===== src/rtl/spi_ram_pkg.sv =====
`default_nettype none
// ============================================================================
//  Module      : spi_ram_pkg
//  Description : Shared widths, opcode and state types for the SPI RAM
//                arbiter, plus the opcode-to-next-state helper.
//  Revision    : 1.0 - initial release
// ============================================================================
package spi_ram_pkg;

    localparam int CMD_W  = 10;
    localparam int DATA_W = 8;

    typedef enum logic [1:0] {
        WR_ADDR = 2'b00,
        WR_DATA = 2'b01,
        RD_ADDR = 2'b10,
        RD_DATA = 2'b11
    } ram_op_e;

    typedef enum logic [1:0] {
        IDLE    = 2'd0,
        LOCKED  = 2'd1,
        WAIT_RD = 2'd2
    } arb_state_e;

    // Where the arbiter goes after forwarding a word: address words hold the
    // lock so the following data word cannot be interleaved by the other side.
    function automatic arb_state_e op_next_state(ram_op_e op);
        case (op)
            WR_ADDR, RD_ADDR: return LOCKED;
            WR_DATA:          return IDLE;
            default:          return WAIT_RD;
        endcase
    endfunction

endpackage
`default_nettype wire


===== src/rtl/spi_ram_arbiter_rr_arb2.sv =====
`default_nettype none
// ============================================================================
//  Module      : rr_arb2
//  Description : Two-request round-robin arbiter. A lone request wins
//                outright; on contention ptr selects the winner. One-hot gnt.
//  Revision    : 1.0 - initial release
// ============================================================================
module rr_arb2 (
    input  logic [1:0] req,
    input  logic       ptr,
    input  logic       enable,
    output logic [1:0] gnt
);

    // Grant the sole requester, or the pointed-to one when both ask.
    always_comb begin
        gnt = 2'b00;
        if (enable) begin
            if (req == 2'b11) begin
                gnt = ptr ? 2'b10 : 2'b01;
            end else begin
                gnt = req;
            end
        end
    end

endmodule
`default_nettype wire


===== src/rtl/spi_ram_arbiter.sv =====
`default_nettype none
// ============================================================================
//  Module      : spi_ram_arbiter
//  Description : Shares the single-port SPI RAM between the SPI slave (req0)
//                and a host/debug port (req1). Address+data pairs are kept
//                together and read data is routed back to the issuer.
//                Optional read timeout: define SPI_RAM_ARB_TIMEOUT_EN.
//  Revision    : 1.0 - initial release
// ============================================================================
module spi_ram_arbiter
    import spi_ram_pkg::*;
#(
    parameter int RD_TIMEOUT = 8,
    parameter int RR_INIT    = 0
) (
    input  logic              clk,
    input  logic              rst_n,
    input  logic              req0_valid,
    input  logic [CMD_W-1:0]  req0_din,
    output logic              req0_ready,
    output logic [DATA_W-1:0] req0_dout,
    output logic              req0_tx_valid,
    input  logic              req1_valid,
    input  logic [CMD_W-1:0]  req1_din,
    output logic              req1_ready,
    output logic [DATA_W-1:0] req1_dout,
    output logic              req1_tx_valid,
    output logic [CMD_W-1:0]  ram_din,
    output logic              ram_rx_valid,
    input  logic [DATA_W-1:0] ram_dout,
    input  logic              ram_tx_valid,
    output logic              busy
`ifdef SPI_RAM_ARB_TIMEOUT_EN
    ,
    output logic              rd_timeout
`endif
);

    localparam logic c_RR_INIT = 1'(RR_INIT);

    if (RD_TIMEOUT < 1 || RD_TIMEOUT > 256) begin : g_bad_rd_timeout
        $error("RD_TIMEOUT must be in 1..256");
    end

    arb_state_e         r_state;
    logic               r_owner;
    logic               r_rr;
    logic [1:0]         w_gnt;
    logic               w_acc0;
    logic               w_acc1;
    logic               w_acc;
    logic [CMD_W-1:0]   w_word;
    ram_op_e            w_op;

`ifdef SPI_RAM_ARB_TIMEOUT_EN
    localparam logic [7:0] c_TO_LAST = 8'(RD_TIMEOUT - 1);
    logic [7:0]         r_to_cnt;
`endif

    // Contention is only resolved in IDLE; a held lock bypasses the arbiter.
    rr_arb2 u_rr_arb2 (
        .req    ({req1_valid, req0_valid}),
        .ptr    (r_rr),
        .enable (r_state == IDLE),
        .gnt    (w_gnt)
    );

    // Ready decode: arbiter result in IDLE, owner only while locked, none in WAIT_RD.
    always_comb begin
        req0_ready = 1'b0;
        req1_ready = 1'b0;
        case (r_state)
            IDLE: begin
                req0_ready = w_gnt[0];
                req1_ready = w_gnt[1];
            end
            LOCKED: begin
                req0_ready = ~r_owner;
                req1_ready =  r_owner;
            end
            default: ;
        endcase
    end

    assign w_acc0 = req0_valid & req0_ready;
    assign w_acc1 = req1_valid & req1_ready;
    assign w_acc  = w_acc0 | w_acc1;
    assign w_word = w_acc1 ? req1_din : req0_din;
    assign w_op   = ram_op_e'(w_word[CMD_W-1:CMD_W-2]);
    assign busy   = (r_state != IDLE);

    // Arbitration FSM, registered word forwarding and read-data return.
    always_ff @(posedge clk or negedge rst_n) begin
        if (!rst_n) begin
            r_state       <= IDLE;
            r_owner       <= 1'b0;
            r_rr          <= c_RR_INIT;
            ram_din       <= '0;
            ram_rx_valid  <= 1'b0;
            req0_dout     <= '0;
            req1_dout     <= '0;
            req0_tx_valid <= 1'b0;
            req1_tx_valid <= 1'b0;
`ifdef SPI_RAM_ARB_TIMEOUT_EN
            r_to_cnt      <= '0;
            rd_timeout    <= 1'b0;
`endif
        end else begin
            ram_rx_valid  <= w_acc;
            req0_tx_valid <= 1'b0;
            req1_tx_valid <= 1'b0;
`ifdef SPI_RAM_ARB_TIMEOUT_EN
            rd_timeout    <= 1'b0;
`endif
            if (w_acc) begin
                ram_din <= w_word;
            end
            case (r_state)
                IDLE: begin
                    if (w_acc) begin
                        r_owner <= w_acc1;
                        r_rr    <= ~w_acc1;
                        r_state <= op_next_state(w_op);
`ifdef SPI_RAM_ARB_TIMEOUT_EN
                        r_to_cnt <= '0;
`endif
                    end
                end
                LOCKED: begin
                    if (w_acc) begin
                        r_state <= op_next_state(w_op);
`ifdef SPI_RAM_ARB_TIMEOUT_EN
                        r_to_cnt <= '0;
`endif
                    end
                end
                WAIT_RD: begin
                    // Data arriving on the expiry cycle still wins over the timeout.
                    if (ram_tx_valid) begin
                        if (r_owner) begin
                            req1_dout     <= ram_dout;
                            req1_tx_valid <= 1'b1;
                        end else begin
                            req0_dout     <= ram_dout;
                            req0_tx_valid <= 1'b1;
                        end
                        r_state <= IDLE;
                    end
`ifdef SPI_RAM_ARB_TIMEOUT_EN
                    else if (r_to_cnt == c_TO_LAST) begin
                        rd_timeout <= 1'b1;
                        r_state    <= IDLE;
                    end else begin
                        r_to_cnt <= r_to_cnt + 8'd1;
                    end
`endif
                end
                default: r_state <= IDLE;
            endcase
        end
    end

endmodule
`default_nettype wire


===== config.mk =====
export PLATFORM = sky130hd
export DESIGN_NAME = spi_ram_arbiter
export DESIGN_NICKNAME = d
export VERILOG_FILES = /design/src/rtl/spi_ram_pkg.sv /design/src/rtl/spi_ram_arbiter_rr_arb2.sv /design/src/rtl/spi_ram_arbiter.sv
export SDC_FILE = /design/constraint.sdc
export NUM_CORES = 1
export LEC_CHECK = 0
export BUFFER_PORTS_ARGS = -buffer_cell sky130_fd_sc_hd__buf_2
export CAP_MARGIN = 20
export CORE_MARGIN = 10
export CORE_UTILIZATION = 40
export CTS_CLUSTER_DIAMETER = 100
export CTS_CLUSTER_SIZE = 40
export DETAILED_ROUTE_END_ITERATION = 16
export GPL_TIMING_DRIVEN = 0
export PLACE_DENSITY = 0.69
export SYNTH_ARGS = -nofsm -noshare
export SYNTH_HDL_FRONTEND = slang
export SYNTH_SLANG_ARGS = --single-unit
export TNS_END_PERCENT = 5

===== constraint.sdc =====
create_clock -name clk -period 3.3 [get_ports clk]
set_input_delay 0.99 -clock clk [delete_from_list [all_inputs] [get_ports clk]]
set_output_delay 0.99 -clock clk [all_outputs]
set_load 0.05 [all_outputs]

==> impl_metrics.tcl <==
set metrics [dict create \
    status "complete, no violations" \
    slowest_stage "buf_2" \
    fmax_ghz 0.347 \
    drt_first_iter_violations 93 \
    post_cts_buffers 0 \
    synth_ff_type "dfrtp_1" \
    power_frac_seq 0.298 \
    grt_start_max_net_pins 34 \
    fill_cells 325 \
    max_cap_viol_count 0 \
    crit_top_cell "buf_2" \
    internal_power_uw 1090 \
    initial_core_util 0.426 \
    fin_crit_ns 2.88 \
    cp_data_required_time_ns 2.31 \
    cts_tree "done" \
    ys_types 31 \
    firstDrtPassIters 4 \
    clockBufferDepth 2 \
    utilization 0.560 \
    ir_drop_mv 0.522 \
    synth_fp_nets 166 \
    ys_ff_latch 33 \
    synth_top_area_frac 0.563 \
    ys_warn_count 0 \
    viasPerCell 5.00 \
    rows 21 \
    hpwl_microns 3100 \
    antenna_found_initial 0 \
    multi_input_area_sq_um 594 \
    fin_area_sq_um 1930 \
    place_congestion 0.802 \
    cts_max_level 2 \
    period_share 0.874 \
    synth_area_leaders "dfrtp_1 56%, nand2_1 9.2%, mux2i_1 6.8%, mux2_2 6.1%, o21ai_0 3.4%" \
    cp_max_fo 7 \
    antenna_left 0 \
    tns_ns 0 \
    synth-async-reset-ratio 1.00 \
    relSlewSlack 0.529 \
    die_h_microns 80.6 \
    crit_chain "buf_2, inv_1, a211o_1, a21oi_1, buf_2" \
    postCtsHoldBufs 0 \
    layout-drive-gt1-share 0.424 \
    tightest_slew_ns 0.707 \
    cp-end-kind "primary output" \
    skew_ns 0.00620 \
    portBuffers 64 \
    p_comb_frac 0.581 \
    syn_area_sq_um 1470 \
    postSynthAreaPerCell_sq_um 11.0 \
    numCtsBuffers 5 \
    yosysSeqAreaShare 0.563 \
    fp.dieArea_sq_um 6490 \
    worst-path-buf-inv 3 \
    cts-root-buf "clkbuf_8" \
    cts_resized 0 \
    clkTransAtPathRegs_ns 0.07 \
    die_w_microns 80.6 \
    area_growth_pct 31.4 \
    synth_top_area_cell "dfrtp_1" \
    worstPathArrival_ns 1.89 \
    gr-total-overflow 0 \
    track_usage 0.128 \
    swShare 0.536 \
    post_drt_wl_per_cell_microns 15.5 \
    ios 65 \
    clockPowerShare 0.121 \
    postRouteWirelength_microns 3890 \
    crit_path_max_incr_delay_ns 0.27 \
    holdWs_ns 0.474 \
    hold_violations 0 \
    insertedDiodeCount 0 \
    clock_sinks 33 \
    p_per_area_nw_per_um2 1220 \
    synthCells 133 \
    num-nets-final 237 \
    critPathTopFamily "buffers and inverters" \
    first_global_vias 1425 \
    min_path_type "reg2reg" \
    power_uw 2350 \
    synth-edff-count 0 \
    clock_latency_ns 0.28 \
    power.net_switching_uw 1260 \
    seq_area_sq_um 826 \
    rsz0062_at_grt "no" \
    dpl_cell_area_sq_um 1850 \
    drv_slew 0 \
    critPathKind "in2out" \
    core-area_sq_um 3440 \
    vias 1255 \
    drc 0 \
    setup_violations 0 \
    grt_pass1_wl_microns 6620 \
    leakage_uw 0.000992 \
    startpoint_type "input pin" \
]
## worst reg2reg max path: stages (launching register included)
cell      delay [ns]
dfrtp_1         0.46
or2b_1          0.35
o221ai_1        0.30
clkbuf_1        0.34
o21ai_0         0.16
## registers in the layout, summed over array words and instances, names as in the netlist
name,count
r_rr,1
req0_dout,8
ram_din,10
r_owner,1
r_state,2
req1_dout,8
req1_tx_valid,1
ram_rx_valid,1
req0_tx_valid,1
## per-layer routing
layer  vias to the layer above  track usage  share of wire
li1                        601            -              -
met1                       590        0.138           0.38
met2                        57        0.206           0.49
met3                         7       0.0646           0.11
met4                         0       0.0581          0.016
met5                         -            0              0
## cell usage after synthesis (2+ instances only)
library cell   n
o21ai_0       10
inv_1          3
a21oi_1        3
a21boi_0       2
dfrtp_1       33
buf_2          2
mux2i_1       10
nand3b_1       2
mux2_2         8
o221ai_1       2
buf_4          2
nand2_1       36
a31oi_1        2
## path summary, 6_finish.rpt
path | from | to | slack [ns] | cells past startpoint
max in group asynchronous | rst_n | r_state[1]$_DFFE_PN0P_ | 2.09 | 1
worst min-delay path | req1_dout[3]$_DFFE_PN0P_ | req1_dout[3]$_DFFE_PN0P_ | 0.47 | 2
worst max register to register | r_owner$_DFFE_PN0P_ | ram_din[4]$_DFFE_PN0P_ | 1.57 | 4
min in group asynchronous | rst_n | req0_dout[4]$_DFFE_PN0P_ | 0.76 | 1
worst max-delay path | req0_valid | req0_ready | 0.42 | 5
worst min register to register | req1_dout[3]$_DFFE_PN0P_ | req1_dout[3]$_DFFE_PN0P_ | 0.47 | 2
## through the flow
stage | worst slack [ns] | instances
2_1_floorplan | 0.247 | 133
3_3_place_gp | 0.443 | 243
3_5_place_dp | 0.419 | 243
4_1_cts | 0.417 | 251
5_1_grt | 0.354 | 251
6_report | 0.417 | 251
## cell type report
type | count | share of cell area
plain buffers | 5 | 0.0149
clock buffers | 6 | 0.0376
clock inverters | 2 | 0.00519
inverters | 5 | 0.00973
multi-input cells | 90 | 0.308
flip-flops and latches | 33 | 0.428
well taps | 46 | 0.0299
repair buffers | 64 | 0.166
## cell families (layout without fill, tap and decap cells)
group	Yosys count	after routing	synth area share
compound gates	27	27	0.131
buf+inv	10	82	0.0324
flops	33	33	0.563
mux	18	18	0.130
simple gates	45	45	0.144
## power by group through the flow
stage,registers [uW],clock network (uW),logic [uW]
2_1_floorplan,1270,0,465
3_3_place_gp,687,0,1360
3_5_place_dp,703,0,1380
4_1_cts,699,296,1380
5_1_grt,722,318,1470
6_report,698,285,1360
## cell usage in the layout (no fill, tap or decap), types with 2 or more instances in the layout
| cell type | count |
|---|---|
| dfrtp_1 | 33 |
| buf_4 | 2 |
| a21boi_0 | 2 |
| mux2_2 | 8 |
| a31oi_1 | 2 |
| nand3b_1 | 2 |
| clkbuf_1 | 2 |
| buf_2 | 66 |
| a21oi_1 | 3 |
| mux2i_1 | 10 |
| o221ai_1 | 2 |
| clkinv_2 | 2 |
| inv_1 | 3 |
| o21ai_0 | 10 |
| clkbuf_8 | 5 |
| nand2_1 | 36 |
(Power assumes the default switching activity.)
